`config.mk`:
```
export PLATFORM = sky130hd
export DESIGN_NAME = alu_cmd_issuer
export DESIGN_NICKNAME = d
export VERILOG_FILES = /design/src/rtl/alu_pkg.sv /design/src/rtl/settle_timer.sv /design/src/rtl/alu_cmd_issuer.sv
export SDC_FILE = /design/constraint.sdc
export NUM_CORES = 1
export LEC_CHECK = 0
export CELL_PAD_IN_SITES_DETAIL_PLACEMENT = 0
export CELL_PAD_IN_SITES_GLOBAL_PLACEMENT = 1
export CORE_MARGIN = 4
export CORE_UTILIZATION = 34
export DETAILED_ROUTE_END_ITERATION = 12
export PLACE_DENSITY_LB_ADDON = 0.05
export SLEW_MARGIN = 20
export SYNTH_ARGS = -nofsm -noshare
export SYNTH_HDL_FRONTEND = slang
export SYNTH_HIERARCHICAL = 1
export SYNTH_SLANG_ARGS = --single-unit
```
`constraint.sdc`:
```
create_clock -name clk -period 3.25 [get_ports clk]
set_clock_uncertainty 0.1 [all_clocks]
set_input_delay 0.65 -clock clk [delete_from_list [all_inputs] [get_ports clk]]
set_output_delay 0.65 -clock clk [all_outputs]
set_load 0.005 [all_outputs]
```
`src/rtl/alu_pkg.sv`:
```
// Shared types and constants for the ALU command issuer: data width,
// opcodes and FSM state encoding.
package alu_pkg;

    localparam int WIDTH = 16;

    localparam logic [1:0] OP_AND = 2'b00;
    localparam logic [1:0] OP_OR  = 2'b01;
    localparam logic [1:0] OP_ADD = 2'b10;
    localparam logic [1:0] OP_SLT = 2'b11;

    typedef enum logic [1:0] {
        ST_IDLE   = 2'd0,
        ST_SETTLE = 2'd1,
        ST_RESP   = 2'd2
    } state_t;

    // SLT always subtracts; ADD follows the command's subtract bit; logic ops never subtract.
    function automatic logic alu_sub_for(input logic [1:0] op, input logic sub);
        logic r;
        case (op)
            OP_SLT:  r = 1'b1;
            OP_ADD:  r = sub;
            default: r = 1'b0;
        endcase
        return r;
    endfunction

endpackage

```
`src/rtl/settle_timer.sv`:
```
// Down-counter that times how long the external ALU is given to settle.
module settle_timer (
    input  logic       clk,
    input  logic       rst_n,
    input  logic       i_load,
    input  logic [7:0] i_load_val,
    input  logic       i_dec,
    output logic       o_zero
);

    logic [7:0] r_count;

    always_ff @(posedge clk or negedge rst_n) begin
        if (!rst_n) begin
            r_count <= 8'd0;
        end else if (i_load) begin
            r_count <= i_load_val;
        end else if (i_dec) begin
            r_count <= r_count - 8'd1;
        end
    end

    assign o_zero = (r_count == 8'd0);

endmodule

```
`src/rtl/alu_cmd_issuer.sv`:
```
// Issues one command at a time to an external combinational ALU, waits a fixed
// settle time, captures the result and holds it until the consumer takes it.
module alu_cmd_issuer
    import alu_pkg::*;
#(
    parameter int SETTLE_CYCLES = 4
) (
    input  logic             clk,
    input  logic             rst_n,
    input  logic             cmd_valid,
    output logic             cmd_ready,
    input  logic [1:0]       cmd_op,
    input  logic             cmd_sub,
    input  logic [WIDTH-1:0] cmd_a,
    input  logic [WIDTH-1:0] cmd_b,
    output logic [WIDTH-1:0] alu_a,
    output logic [WIDTH-1:0] alu_b,
    output logic             alu_sub,
    output logic             alu_op0,
    output logic             alu_op1,
    input  logic [WIDTH-1:0] alu_out,
    output logic             rsp_valid,
    input  logic             rsp_ready,
    output logic [WIDTH-1:0] rsp_data,
    output logic [1:0]       rsp_op,
    output logic [7:0]       cmd_count,
    output logic [1:0]       dbg_state
);

    // Handshakes: a command transfers on a rising edge where cmd_valid && cmd_ready;
    // a response transfers on a rising edge where rsp_valid && rsp_ready.
    // Holding either valid while its ready is low has no effect.

    localparam logic [7:0] SETTLE_LOAD = 8'(SETTLE_CYCLES - 1);

    state_t r_state;
    logic   w_accept;
    logic   w_zero;
    logic   w_dec;

    assign w_accept  = (r_state == ST_IDLE) && cmd_valid;
    assign w_dec     = (r_state == ST_SETTLE) && !w_zero;
    assign cmd_ready = (r_state == ST_IDLE);
    assign rsp_valid = (r_state == ST_RESP);
    assign dbg_state = r_state;

    settle_timer u_settle_timer (
        .clk        (clk),
        .rst_n      (rst_n),
        .i_load     (w_accept),
        .i_load_val (SETTLE_LOAD),
        .i_dec      (w_dec),
        .o_zero     (w_zero)
    );

    always_ff @(posedge clk or negedge rst_n) begin
        if (!rst_n) begin
            r_state   <= ST_IDLE;
            alu_a     <= '0;
            alu_b     <= '0;
            alu_sub   <= 1'b0;
            alu_op0   <= 1'b0;
            alu_op1   <= 1'b0;
            rsp_data  <= '0;
            rsp_op    <= 2'b00;
            cmd_count <= 8'd0;
        end else begin
            case (r_state)
                ST_IDLE: begin
                    if (cmd_valid) begin
                        alu_a   <= cmd_a;
                        alu_b   <= cmd_b;
                        alu_op0 <= cmd_op[1];
                        alu_op1 <= cmd_op[0];
                        alu_sub <= alu_sub_for(cmd_op, cmd_sub);
                        r_state <= ST_SETTLE;
                    end
                end
                ST_SETTLE: begin
                    // The opcode comes from the latched ALU controls; cmd_op may have moved on.
                    if (w_zero) begin
                        rsp_data <= alu_out;
                        rsp_op   <= {alu_op0, alu_op1};
                        r_state  <= ST_RESP;
                    end
                end
                ST_RESP: begin
                    if (rsp_ready) begin
                        cmd_count <= cmd_count + 8'd1;
                        r_state   <= ST_IDLE;
                    end
                end
                default: r_state <= ST_IDLE;
            endcase
        end
    end

endmodule

```
# ---- Word level (Yosys, flattened, before mapping)
# Cells that the tools add are included.
dict set report word_totals {
  input_bits 55
  regBits 71
  output_inout_bits 65
  wordCells 36
}
dict set report classes {
  eq_ne 7
  muxes 7
  n_addsub 2
  n_reduce_logical 10
}
# op count
set op_table {}
lappend op_table {{8-bit 2-to-1 mux} 2}
lappend op_table {{8-bit by 1-bit adder with 8-bit output (second input constant)} 1}
lappend op_table {{8-bit zero test} 1}
lappend op_table {{8-bit by 1-bit subtractor with 8-bit output (second input constant)} 1}
lappend op_table {{2-bit == test (second input constant)} 3}
lappend op_table {{2-bit 2-to-1 mux} 3}
lappend op_table {{2-bit case mux with 3 select lines} 1}
lappend op_table {{2-bit AND reduction} 3}
lappend op_table {{2-bit inequality test (second input constant)} 2}
lappend op_table {{3-bit AND reduction} 1}
lappend op_table {{2-bit by 1-bit == test with 1-bit output (second input constant)} 1}
lappend op_table {{1-bit logical AND} 2}
lappend op_table {{2-bit zero test} 1}
lappend op_table {{2-bit by 1-bit inequality test with 1-bit output (second input constant)} 1}
lappend op_table {{1-bit case mux with 2 select lines} 1}
lappend op_table {{2-bit nonzero test} 1}
lappend op_table {{1-bit zero test} 1}

# ---- Longest topological paths before layout
# Gate-level depths: netlist of the first run.
dict set report logic_depth {
  word_depth 5
  depth_mapped 7
  ltp_nobuf 7
}

# ---- By module
# Netlist of the first run, hierarchy kept.
# module area_per_inst_um2 n_inst cells_each seq_area_each_um2
set modules_own_cells {}
lappend modules_own_cells {alu_cmd_issuer 2566.2 1 156 1576.5}
lappend modules_own_cells {settle_timer 474.2 1 50 200.2}

# ---- Worst setup path after synthesis of the first run
# Ideal clock, no wire load.
dict set report synth_timing {
  kind {register to register}
  from {reg u_settle_timer.r_count[0]}
  to {reg u_settle_timer.r_count[5]}
  path_slack_ps 731
  path_stages_with_launch 8
  required_time_ps 3026
  n_path_buf 0
  arrival_ps 2295
  cell_sequence {dfrtp_1 > inv_1 > ha_1 > nor4b_1 > nor3b_1 > or4b_4 > o31a_1 > o31a_1}
}
dict set report synth_via {
  elab_chain_len 4
}
# element line_no
set synth_lines {}
lappend synth_lines {{start: declaration} settle_timer.sv:11} ;# logic [7:0] r_count;
lappend synth_lines {{start signal: assignment} settle_timer.sv:17} ;# r_count <= i_load_val;
lappend synth_lines {{start signal: assignment} settle_timer.sv:19} ;# r_count <= r_count - 8'd1;
lappend synth_lines {{8-bit zero test} settle_timer.sv:23} ;# assign o_zero = (r_count == 8'd0);
lappend synth_lines {{net w_zero} alu_cmd_issuer.sv:38} ;# logic w_zero;
lappend synth_lines {{1-bit zero test} alu_cmd_issuer.sv:42} ;# assign w_dec = (r_state == ST_SETTLE) && !w_zero;
lappend synth_lines {{1-bit logical AND} alu_cmd_issuer.sv:42}
lappend synth_lines {{net w_dec} alu_cmd_issuer.sv:39} ;# logic w_dec;
lappend synth_lines {{2-bit nonzero test (no line)} --}
# The timed path passes the listed nets, and every way through them passes these cells. The select of a mux whose other input is x is not followed.
# A chain may end at the register's enable or synchronous reset.

# ---- Final worst setup path of the first run
# Same ends and word-level chain as after synthesis.

==> summary.md, run 1 <==
| Metric | Value |
|---|---|
| Skew-Pair Late Insertion Delay | `0.33 ns` |
| GR Overflow Total | `0` |
| Die X | `102.6 microns` |
| WP data required | `3.36 ns` |
| H-tree levels | `3` |
| Reg2Reg Depth | `7` |
| Via count | `2045` |
| Share of cells above drive strength 1 | `a little under a quarter` |
| Synth Register Bits | `71` |
| First DRT Iteration DRCs | `57` |
| Fmax | `362.5 MHz` |
| CTS tree | `built` |
| Gate Count Post-Synth | `roughly 200` |
| PortBufs | `119` |
| Drt total wl | `6.770 mm` |
| PwrDens | `836.4 mW/mm^2` |
| Global Route Usage Sum | `12.73%` |
| Filler cells | `about 760` |
| Chip height | `roughly 100 microns` |
| CP arrival | `around 2.9 ns` |
| Cts repair resizes | `0` |
| First-pass GRT wire length | `10.22 mm` |
| DR WL met2 | `3.024 mm` |
| Worst r2r dst | `u_settle_timer/r_count[5]` |
| Seq/Total Area, Yosys | `58.44%` |
| CTS buffer count | `9` |
| Element type at the critical path end | `register` |
| Max layer used | `met4` |
| Area share of the largest cell type after synthesis | `58.44%` |
| Gp weighted congestion | `0.7080` |
| Fin crit period | `between 2 and 3 ns` |
| Max Root-Sink Buffers | `2` |
| Max Transition Viols Final | `0` |
| Hold Slack | `around 0.38 ns` |
| Most frequent cells in the layout | `118 x clkdlybuf4s50_1, 71 x dfrtp_1, 28 x mux2_2` |
| HPWL Detailed | `4.724 mm` |
| Startpoint Class | `register` |
| Worst Hold Class | `register to register` |
| Initial antenna violation count | `0` |
| Routed wl met3 | `roughly 700 microns` |
| Post-CTS setup buffers | `0` |
| Wl on met1 | `2.908 mm` |
| Crit Path Max Fanout | `8` |
| Max-Cap Viols | `0` |
| LEAKAGE | `1.937 nW` |
| Commonest non-fill, non-tap cell in the layout | `clkdlybuf4s50_1` |
| Crit path cell chain | `inv_1 -> ha_1 -> nor4b_1 -> nor3b_1 -> or4b_4 -> o31a_1 -> o31a_1` |
| Final TNS setup | `0 ns` |
| WL/cell | `15.08 microns` |
| Top post-synthesis cells by area | `dfrtp_1 58%, mux2_4 12%, mux2_2 10%, xor2_1 2.0%, o21ai_0 1.6%` |
| Power Internal | `2.715 mW` |
| Initial Utilization | `34.86%` |
| Final Core Density | `51.52%` |
| DIE AREA | `0.01052 sq mm` |
| Antenna-violating nets left | `0` |
| Net Sw Frac | `27.74%` |
| WHS Path Cells | `1` |
| Clk sinks | `71` |
| Synth Area per Inst | `roughly 15 sq um` |
| Rel. slew slack | `39.67%` |
| Critical path class | `register to register` |
| Clk pwr share | `15.3%` |
| Min-delay src | `cmd_count[7]` |
| Nets | `396` |
| Number of global-route vias before repair | `2030` |
| Vias per cell | `about 4.6` |
| ANT cells | `0` |
| Iteration count of the initial detailed-routing pass | `4` |
| Flop-to-flop setup slack | `0.49 ns` |
| Status | `finished clean` |
| Largest net degree at the start of global routing | `slightly above 70` |
| Post-synth cell types | `34` |
| Final Hold Viols | `0` |
| Yosys top cell by area | `dfrtp_1` |
| Hold Crit Endpoint | `cmd_count[7]` |
| Worst-case vdd ir drop | `0.3415 mV` |
| Syn Std Cell Area | `slightly above 0.003 sq mm` |
| RSZ-0062 raised after global routing | `false` |
| Critical Path Max Stage Delay | `0.65 ns` |
| # setup viols final | `0` |
| CTS Hold Bufs | `0` |
| Critical path's slowest cell | `nor3b_1` |
| Residual DRC | `0` |
| Layout area overhead | `47.78%` |
| Io pins | `120` |
| CP dominant cell by count | `o31a_1` |
| Post-route clock period utilization | `84.89%` |
| FF-to-FF Start | `u_settle_timer/r_count[0]` |
| Cell at the root of the clock tree | `clkbuf_8` |
| Logic gate share of total power | `44.0%` |
| FP Rows | `34` |
| Yosys Warn Count | `6` |
| Area of the core | `0.008721 sq mm` |
| Sequential Power Share | `roughly 41%` |
| Reg clk slew, reported paths | `0.07 ns` |
| NetSw | `1.042 mW` |
| Slew @ Worst Pin | `0.9050 ns` |
-- cell usage after synthesis --
| master | instances |
|---|---|
| nand3b_1 | 3 |
| nor3b_1 | 1 |
| or2_2 | 1 |
| o21ai_0 | 10 |
| and4bb_2 | 1 |
| or3_2 | 1 |
| nor3b_2 | 1 |
| mux2_2 | 28 |
| buf_8 | 1 |
| inv_1 | 4 |
| xnor2_1 | 4 |
| xor2_1 | 7 |
| nand3_1 | 4 |
| conb_1 | 2 |
| nor4_1 | 1 |
| mux2_4 | 25 |
| or4_1 | 3 |
| nand2_1 | 13 |
| ha_1 | 3 |
| nor2_1 | 3 |
| o211ai_1 | 1 |
| or4b_4 | 1 |
| nor2b_1 | 2 |
| buf_4 | 2 |
| o31a_1 | 2 |
| or2b_1 | 1 |
| nand2b_1 | 1 |
| buf_12 | 1 |
| nor3_1 | 2 |
| nor4_2 | 1 |
| buf_6 | 3 |
| dfrtp_1 | 71 |
| nand4b_1 | 1 |
| nor4b_1 | 1 |
-- power by group through the flow --
stage	Clock, mW	Combinational (mW)	Sequential [mW]
finish	0.576	1.65	1.53
global placement	0	1.67	1.53
CTS	0.608	1.69	1.53
detailed placement	0	1.68	1.55
global route	0.651	1.79	1.58
floorplan	0	0.740	1.55
-- state kept, by name, summed over array words and instances, names as in the netlist --
register and count:
rsp_op 2, dbg_state 2, cmd_count 8, alu_b 16
alu_sub 1, alu_op0 1, rsp_data 16, alu_a 16
alu_op1 1, u_settle_timer/r_count 8
-- logic make-up (layout without fill, tap and decap cells) --
group | after synthesis | after routing | share of synthesized area, %
flops | 71 | 71 | 58.44
mux | 53 | 53 | 22.72
simple gates | 42 | 42 | 8.478
compound gates | 13 | 13 | 2.469
xor+xnor | 11 | 11 | 3.169
buf+inv | 11 | 140 | 3.251
fa+ha+maj | 3 | 3 | 1.235
other cells | 2 | 8 | 0.2470
-- worst max-delay path, delay by kind of cell (launching register included) --
kind                       cells  cell delay (ns)
DFF                            1             0.38
and+or+nand+nor                3             1.39
AOI/OAI and AO/OA              2             0.51
adders and majority gates      1             0.18
buffers and inverters          1             0.07
-- per-layer routing --
layer  up-vias  global-route usage [%]
met1       979                   17.07
met3        11                   3.992
met5         -                       0
met4         0                   5.954
met2        83                   18.82
li1        972                       -
-- area by class of cell --
class                           instances  area [sq um]  area share, %
Tap cell                              108         135.1          3.008
Clock buffer                            9         123.9          2.757
Clock inverter                          5         27.53         0.6126
Sequential cell                        71          1777          39.54
Inverter                                4         15.01         0.3342
Timing Repair Buffer                  122          1221          27.18
Multi-Input combinational cell        130          1194          26.57
-- stage by stage --
stage | instances | instance area, sq um | setup slack [ns] | power, mW
floorplan | 212 | 3063 | 0.7307 | 2.293
global placement | 435 | 4342 | 0.5589 | 3.200
detailed placement | 435 | 4342 | 0.5074 | 3.226
CTS | 449 | 4493 | 0.4827 | 3.834
global route | 449 | 4493 | 0.2952 | 4.029
finish | 449 | 4493 | 0.4910 | 3.758
-- how the worst max path moves through the flow --
stage / start / slack (ns) / endpoint
after floorplan: u_settle_timer/r_count[0] / 0.73 / u_settle_timer/r_count[5]
after global placement: u_settle_timer/r_count[0] / 0.56 / u_settle_timer/r_count[5]
after detailed placement: u_settle_timer/r_count[0] / 0.51 / u_settle_timer/r_count[5]
after CTS: u_settle_timer/r_count[0] / 0.48 / u_settle_timer/r_count[5]
after global routing: u_settle_timer/r_count[0] / 0.30 / u_settle_timer/r_count[5]
final: u_settle_timer/r_count[0] / 0.49 / u_settle_timer/r_count[5]
No activity file was read; power rests on OpenSTA's default activity.
==> run 2, diff against run 1 <==
--- a/config.mk
+++ b/config.mk
@@ -8,7 +8,7 @@
 export CELL_PAD_IN_SITES_DETAIL_PLACEMENT = 0
 export CELL_PAD_IN_SITES_GLOBAL_PLACEMENT = 1
 export CORE_MARGIN = 4
-export CORE_UTILIZATION = 34
+export CORE_UTILIZATION = 31
 export DETAILED_ROUTE_END_ITERATION = 12
 export PLACE_DENSITY_LB_ADDON = 0.05
 export SLEW_MARGIN = 20
==> constraint.sdc (replaced) <==
create_clock -name clk -period 2.5 [get_ports clk]
set_clock_uncertainty 0.1 [all_clocks]
set_input_delay 0.5 -clock clk [delete_from_list [all_inputs] [get_ports clk]]
set_output_delay 0.5 -clock clk [all_outputs]
set_load 0.005 [all_outputs]
==> summary.md, run 2 (same netlist as run 1, synthesis figures left out) <==
| Metric | Value |
|---|---|
| Status | `finished clean` |
| H-tree levels | `3 (unchanged)` |
| Worst-case vdd ir drop | `0.4407 mV (+29%)` |
| PwrDens | `1142 mW/mm^2 (+37%)` |
| Antenna-violating nets left | `0 (unchanged)` |
| HPWL Detailed | `4.844 mm (+2.6%)` |
| M1 GR Usage | `16.76% (-0.32 points)` |
| Fmax | `420.4 MHz (+16%)` |
| Crit path cell chain | `inv_1 -> ha_1 -> nor4b_2 -> nor3b_2 -> or4b_4 -> o31a_1 -> o31a_1` |
| Initial Utilization | `32.44% (-2.4 points)` |
| Skew-Pair Late Insertion Delay | `0.34 ns (about the same)` |
| Io pins | `120 (unchanged)` |
| Clk sinks | `71 (unchanged)` |
| Largest net degree at the start of global routing | `72 (unchanged)` |
| Max Root-Sink Buffers | `2 (unchanged)` |
| Critical path's slowest cell | `or4b_4` |
| Crit Path Max Fanout | `5 (-3)` |
| First DRT Iteration DRCs | `59 (+3.5%)` |
| LEAKAGE | `1.993 nW (+2.9%)` |
| Number of global-route vias before repair | `2106 (+3.7%)` |
| RSZ-0062 raised after global routing | `false` |
| Worst Hold Class | `primary input to asynchronous set/reset pin` |
| Gp weighted congestion | `0.6931 (-2.1%)` |
| Fin crit period | `2.379 ns (-0.3800 ns)` |
| Layout area overhead | `52.76%` |
| Post-route clock period utilization | `95.16% (+10 points)` |
| Max Transition Viols Final | `0 (unchanged)` |
| Most frequent cells in the layout | `118 x clkdlybuf4s50_1, 71 x dfrtp_1, 28 x mux2_2` |
| Global Route Usage Sum | `12.78% (+0.048 points)` |
| Worst r2r dst | `u_settle_timer/r_count[5]` |
| Chip height | `107.0 microns (+4.4%)` |
| ANT cells | `0 (unchanged)` |
| PnR Total Power | `5.305 mW (+41%)` |
| Max-Cap Viols | `0 (unchanged)` |
| FF-to-FF Start | `u_settle_timer/r_count[0]` |
| Flop-to-flop setup slack | `0.12 ns (-0.37 ns)` |
| Iteration count of the initial detailed-routing pass | `4 (unchanged)` |
| WL/cell | `14.88 microns (-1.3%)` |
| Cell area after layout | `0.004644 sq mm (+3.4%)` |
| Element type at the critical path end | `register` |
| Critical path class | `register to register` |
| Via count | `2046 (+0.049%)` |
| CP arrival | `2.51 ns (-0.36 ns)` |
| Die X | `107.0 microns (+4.4%)` |
| Drt total wl | `7.038 mm (+4.0%)` |
| Met2 GRT Util | `18.45% (-0.36 points)` |
| CTS tree | `built` |
| WP data required | `2.63 ns (-0.73 ns)` |
| PortBufs | `119 (unchanged)` |
| Startpoint Class | `register` |
| # setup viols final | `0 (unchanged)` |
| Final Hold Viols | `0 (unchanged)` |
| Nets | `397 (+0.25%)` |
| Final TNS setup | `0 ns (unchanged)` |
| Routing usage on met3 | `5.358% (+1.4 points)` |
| CP dominant cell by count | `o31a_1` |
| DP Worst Slack | `0.1150 ns (-0.3924 ns)` |
| CP bufs+invs | `1 (unchanged)` |
| FP Rows | `35 (+2.9%)` |
| DIE AREA | `0.01146 sq mm (+8.9%)` |
| Hold Slack | `0.07622 ns (-0.2990 ns)` |
| Reg2Reg Depth | `7 (unchanged)` |
| Initial antenna violation count | `0 (unchanged)` |
| Commonest non-fill, non-tap cell in the layout | `clkdlybuf4s50_1` |
| CP delay by family, top | `simple AND/OR/NAND/NOR gates` |
| Cell at the root of the clock tree | `clkbuf_8` |
| Area of the core | `0.009371 sq mm (+7.5%)` |
| Reg clk slew, reported paths | `0.08 ns (about the same)` |
| First-pass GRT wire length | `11.36 mm (+11%)` |
| Vias per cell | `4.326 (-5.0%)` |
| CTS buffer count | `9 (unchanged)` |
| Post-CTS setup buffers | `0 (unchanged)` |
| GR Overflow Total | `0 (unchanged)` |
| Residual DRC | `0 (unchanged)` |
| Area after DPL | `0.004393 sq mm (+1.2%)` |
| Critical Path Max Stage Delay | `0.54 ns (-0.11 ns)` |
| Fin worst setup slack | `0.1210 ns (-0.3700 ns)` |
| GR peak layer | `met2` |
| Share of cells above drive strength 1 | `23.55% (+0.97 points)` |
| Largest registers | `alu_a x16, alu_b x16, rsp_data x16` |
## run 2: timing repair
item / in CTS / in global routing
setup endpoints to repair: 0 / 24
hold buffers: 0 / 0
hold endpoints to repair: 0 / 0
resized for setup: 0 / 1
## run 2: area by class of cell
cell class                 count  area (sq um)
fill                         884          4727
clock buffer                  11         141.4
multi-input combinational    130          1205
clock inverter                 5         103.9
sequential                    71          1777
inverter                       4         15.01
tap                          129         161.4
timing repair buffer         123          1241
## run 2: metal layers
layer / vias up / share of wire (%)
li1: 974 / -
met1: 974 / 44
met2: 85 / 44
met3: 13 / 8.8
met4: 0 / 2.3
met5: - / 0
## run 2: report_power, final
group | internal (mW) | switching [mW] | leakage [nW] | total [mW]
clock network | 0.693 | 0.438 | 0.124 | 1.13
logic | 1.53 | 0.650 | 1.01 | 2.18
registers | 1.67 | 0.319 | 0.856 | 1.99
total | 3.90 | 1.41 | 1.99 | 5.31
## run 2: per-stage QoR
stage	util [%]	cells
after floorplan	-	212
after global placement	46.88	457
after detailed placement	46.88	457
after CTS	49.49	473
after global routing	49.56	473
final	49.56	473
## run 2: worst register-to-register path, delay by kind of cell (launching register included)
family          cells  cell delay [ns]
simple gates        3             0.96
fa+ha+maj           1             0.20
compound gates      2             0.53
flops               1             0.40
buf+inv             1             0.08
## run 2: worst max-delay path by stage
stage | from | endpoint | slack, ns | cells after the start
6_report | u_settle_timer/r_count[0] | u_settle_timer/r_count[5] | 0.12 | 7
5_1_grt | dbg_state[1] | rsp_valid | 0.02 | 3
4_1_cts | dbg_state[1] | rsp_valid | 0.09 | 3
3_5_place_dp | u_settle_timer/r_count[3] | rsp_data[8] | 0.12 | 5
3_3_place_gp | u_settle_timer/r_count[0] | u_settle_timer/r_count[5] | 0.18 | 7
2_1_floorplan | u_settle_timer/r_count[0] | u_settle_timer/r_count[5] | 0.18 | 7
==> edit 1 (config.mk and constraints of run 2) <==
Reset style: synchronous (`rst_n`), changed in 2 clocked blocks.
--- a/src/rtl/settle_timer.sv
+++ b/src/rtl/settle_timer.sv
@@ -10,7 +10,7 @@
 
     logic [7:0] r_count;
 
-    always_ff @(posedge clk or negedge rst_n) begin
+    always_ff @(posedge clk) begin
         if (!rst_n) begin
             r_count <= 8'd0;
         end else if (i_load) begin
--- a/src/rtl/alu_cmd_issuer.sv
+++ b/src/rtl/alu_cmd_issuer.sv
@@ -53,7 +53,7 @@
         .o_zero     (w_zero)
     );
 
-    always_ff @(posedge clk or negedge rst_n) begin
+    always_ff @(posedge clk) begin
         if (!rst_n) begin
             r_state   <= ST_IDLE;
             alu_a     <= '0;
Check against the original RTL: differs if rst_n is asserted again (counterexample within 4 cycles, from zero or initial values and one cycle with rst_n low); with rst_n held inactive, the same outputs for 10 cycles.
==> edit 1 against run 2 <==
Synthesized cell count up 65%. Sequential cell count unchanged. Via count is 29% higher. Synthesized area shrank 3.4%. Setup slack improved by 0.13 ns. Maximum frequency increased by 5.9%. Final area down 3.5%. Critical path depth increased by 1. Routed wire length increased by 9.7%. Critical path type unchanged. Highest routed layer unchanged.
Power is not compared: it rests on default switching activity, and its combinational part moved more than twofold at a synthesized area within 25%.
==> edit 1: results <==
set metrics [dict create \
    seq_area_frac_synth 0.484 \
    viasPerCell 4.40 \
    r2r_cells 8 \
    diodes 0 \
    track_usage 0.138 \
    drive_above_1_share 0.0640 \
    crit_fanout 11 \
    finalWirelength_um 7720 \
    grt_pass1_wl_um 12400 \
    layout.nets 522 \
    initialDrtViolationCount 59 \
    yosys-top-cells-count "112 x nand2_1, 71 x dfxtp_1, 29 x a21boi_1, 28 x a21boi_0, 10 x o21ai_0" \
    largestRegisters "alu_a (16), alu_b (16), rsp_data (16)" \
    portBuffers 119 \
    synth.area.mux_share 0.00682 \
    h-tree-depth 3 \
    yosysUniqueCellTypes 44 \
    status "completed" \
    critPathCapture "u_settle_timer/r_count[4]" \
    yosys.area_share.adder 0.0128 \
    place_congestion 0.738 \
    tritoncts.num_buffers 9 \
    async_flop_share 0 \
    crit_path_top_delay_cell "or4_2" \
    synth_compound_area_frac 0.199 \
    wl_met1_um 3670 \
    grt_pass1_vias 2473 \
    yosys.area_share.xor_xnor 0.0149 \
    hold_class "flop to flop" \
    cp.arrival_ns 2.42 \
    dp_hpwl_um 5320 \
    reg2reg_slack_ns 0.25 \
    grt_util_met3 0.0478 \
    grt_use_met1 0.184 \
    wl_met3_um 553 \
    grt_max_degree 36 \
    highest_layer "met4" \
    grt_util_met2 0.209 \
    synthTopCellsByArea "dfxtp_1 48%, nand2_1 14%, a21boi_1 7.4%, a21boi_0 7.2%, o21ai_0 1.7%" \
    r2r-start "u_settle_timer/r_count[0]" \
    clk_latency_ns 0.34 \
    wl_met2_um 3390 \
]
## edit 1: worst min path at each step
stage          startpoint        end  slack [ns]
5_1_grt         alu_a[15]  alu_a[15]        0.37
2_1_floorplan    alu_a[0]   alu_a[0]        0.35
6_report        alu_a[15]  alu_a[15]        0.35
4_1_cts         alu_a[15]  alu_a[15]        0.36
3_5_place_dp    alu_a[15]  alu_a[15]        0.34
3_3_place_gp     alu_b[8]   alu_b[8]        0.34
## edit 1: repair_timing
action,in CTS,in global routing
hold buffers,0,0
endpoints found under the setup margin,0,1
gates resized for setup,0,1
## edit 1: per-stage QoR
step,hold slack [ns],instances,area [µm²],worst slack [ns],utilization
after floorplan,0.351,346,2960,0.335,-
after global placement,0.340,582,4280,0.233,0.463
after detailed placement,0.344,582,4280,0.208,0.463
after CTS,0.356,598,4480,0.181,0.484
after global routing,0.372,598,4480,0.123,0.485
final,0.353,598,4480,0.253,0.485
## edit 1: cell type report
class	count	area (µm²)
clock buffer	11	141
clock inverter	5	56.3
fill	923	4760
inverter	7	31.3
multi-input combinational	248	1400
sequential	71	1420
tap	129	161
timing repair buffer	127	1270
## edit 1: power breakdown
| part | total, mW | internal [mW] | switching (mW) |
|---|---|---|---|
| clock | 0.923 | 0.489 | 0.434 |
| sequential | 1.26 | 1.21 | 0.0514 |
| combinational | 0.525 | 0.303 | 0.222 |
| total | 2.71 | 2.00 | 0.708 |
## edit 1: cell families after synthesis
family                     Yosys count
DFF                                 71
xor gates and xnor gates             5
other                                2
muxes                                2
AOI/OAI and AO/OA                   81
and+or+nand+nor                    149
buffers and inverters               27
adders and majority gates            3
==> edit 2 (flow settings as in run 2) <==
Without the edit above. Set the package constant `WIDTH` to 20 (it was 16).
--- a/src/rtl/alu_pkg.sv
+++ b/src/rtl/alu_pkg.sv
@@ -2,7 +2,7 @@
 // opcodes and FSM state encoding.
 package alu_pkg;
 
-    localparam int WIDTH = 16;
+    localparam int WIDTH = 20;
 
     localparam logic [1:0] OP_AND = 2'b00;
     localparam logic [1:0] OP_OR  = 2'b01;
Interface: changed (6 resized); port bits go from 120 to 144. The function was not compared with the original's and may differ.
==> edit 2 against run 2 <==
Sequential power up 18%. Routed wire length up 18%. Die area up 16%. Setup slack better by 0.032 ns. Sequential cell count up 12. Synthesized area up 17%. Via count up 15%. Clock power up 17%. Final area up 19%. Count of clock-buffer cells in the layout up 2. Sequential share of layout area down 0.57 points. Power up 20%.
==> edit 2: results <==
set metrics [dict create \
    track_usage 0.130 \
    synthTopCellsByArea "dfrtp_1 58%, mux2_4 15%, mux2_2 9.2%, xor2_1 1.7%, buf_12 1.7%" \
    regArea_um2 2080 \
    root_buffer "clkbuf_16" \
    wl_met1_um 3670 \
    yosysUniqueCellTypes 35 \
    grt_pass1_wl_um 13200 \
    seq_cell_count 83 \
    dp_hpwl_um 6030 \
    initialDrtViolationCount 46 \
    portBuffers 143 \
    fillers 988 \
    yosys-top-cells-count "83 x dfrtp_1, 36 x mux2_4, 29 x mux2_2, 13 x nand2_1, 9 x o21ai_0" \
    p_leak_nw 2.36 \
    peakVddDrop_v 0.000676 \
    clock_cell_area_share 0.0536 \
    multiInputGateArea_um2 1390 \
    grt_use_met1 0.168 \
    cp.arrival_ns 2.46 \
    yosys.area_share.xor_xnor 0.0271 \
    cts.clk_slew.worst_paths_ns 0.06 \
    grt_util_met2 0.190 \
    power_switching_mw 1.66 \
    vias 2353 \
    grt_util_met3 0.0663 \
    largestRegisters "alu_a (20), alu_b (20), rsp_data (20)" \
    drive_above_1_share 0.248 \
    buf_share 0.282 \
    grt_pass1_vias 2495 \
    status "completed" \
    wl_met3_um 826 \
    die_area_um2 13200 \
    wl_per_cell_um 15.4 \
    clockBufferCount 13 \
    synth.area.mux_share 0.244 \
    n_all_buffers 155 \
    num-multi-input-gates 142 \
    layout.nets 465 \
    wl_met2_um 3720 \
    grt_max_degree 45 \
]
==> edit 2: final timing paths <==
path | endpoint | slack (ns)
setup reg to reg | u_settle_timer/r_count[5] | 0.15
max in group asynchronous | alu_b[2] | 1.65
hold / removal | alu_a[16] | 0.05
min in group clk | cmd_count[7] | 0.37
setup / recovery | u_settle_timer/r_count[5] | 0.15
hold reg to reg | cmd_count[7] | 0.37
==> edit 2: per-stage QoR <==
step	utilization	setup slack [ns]	power [mW]	cells
2_1_floorplan	-	0.0593	3.56	237
3_3_place_gp	0.472	0.0402	5.08	524
3_5_place_dp	0.472	0.0200	5.11	524
4_1_cts	0.499	0.00587	6.49	539
5_1_grt	0.500	0.0488	6.80	539
6_report	0.500	0.153	6.37	539
==> edit 2: power groups by stage <==
stage,clock [mW],combinational (mW),sequential [mW]
2_1_floorplan,0,1.18,2.38
3_3_place_gp,0,2.74,2.34
3_5_place_dp,0,2.75,2.36
4_1_cts,1.37,2.77,2.35
5_1_grt,1.44,2.93,2.44
6_report,1.32,2.71,2.34
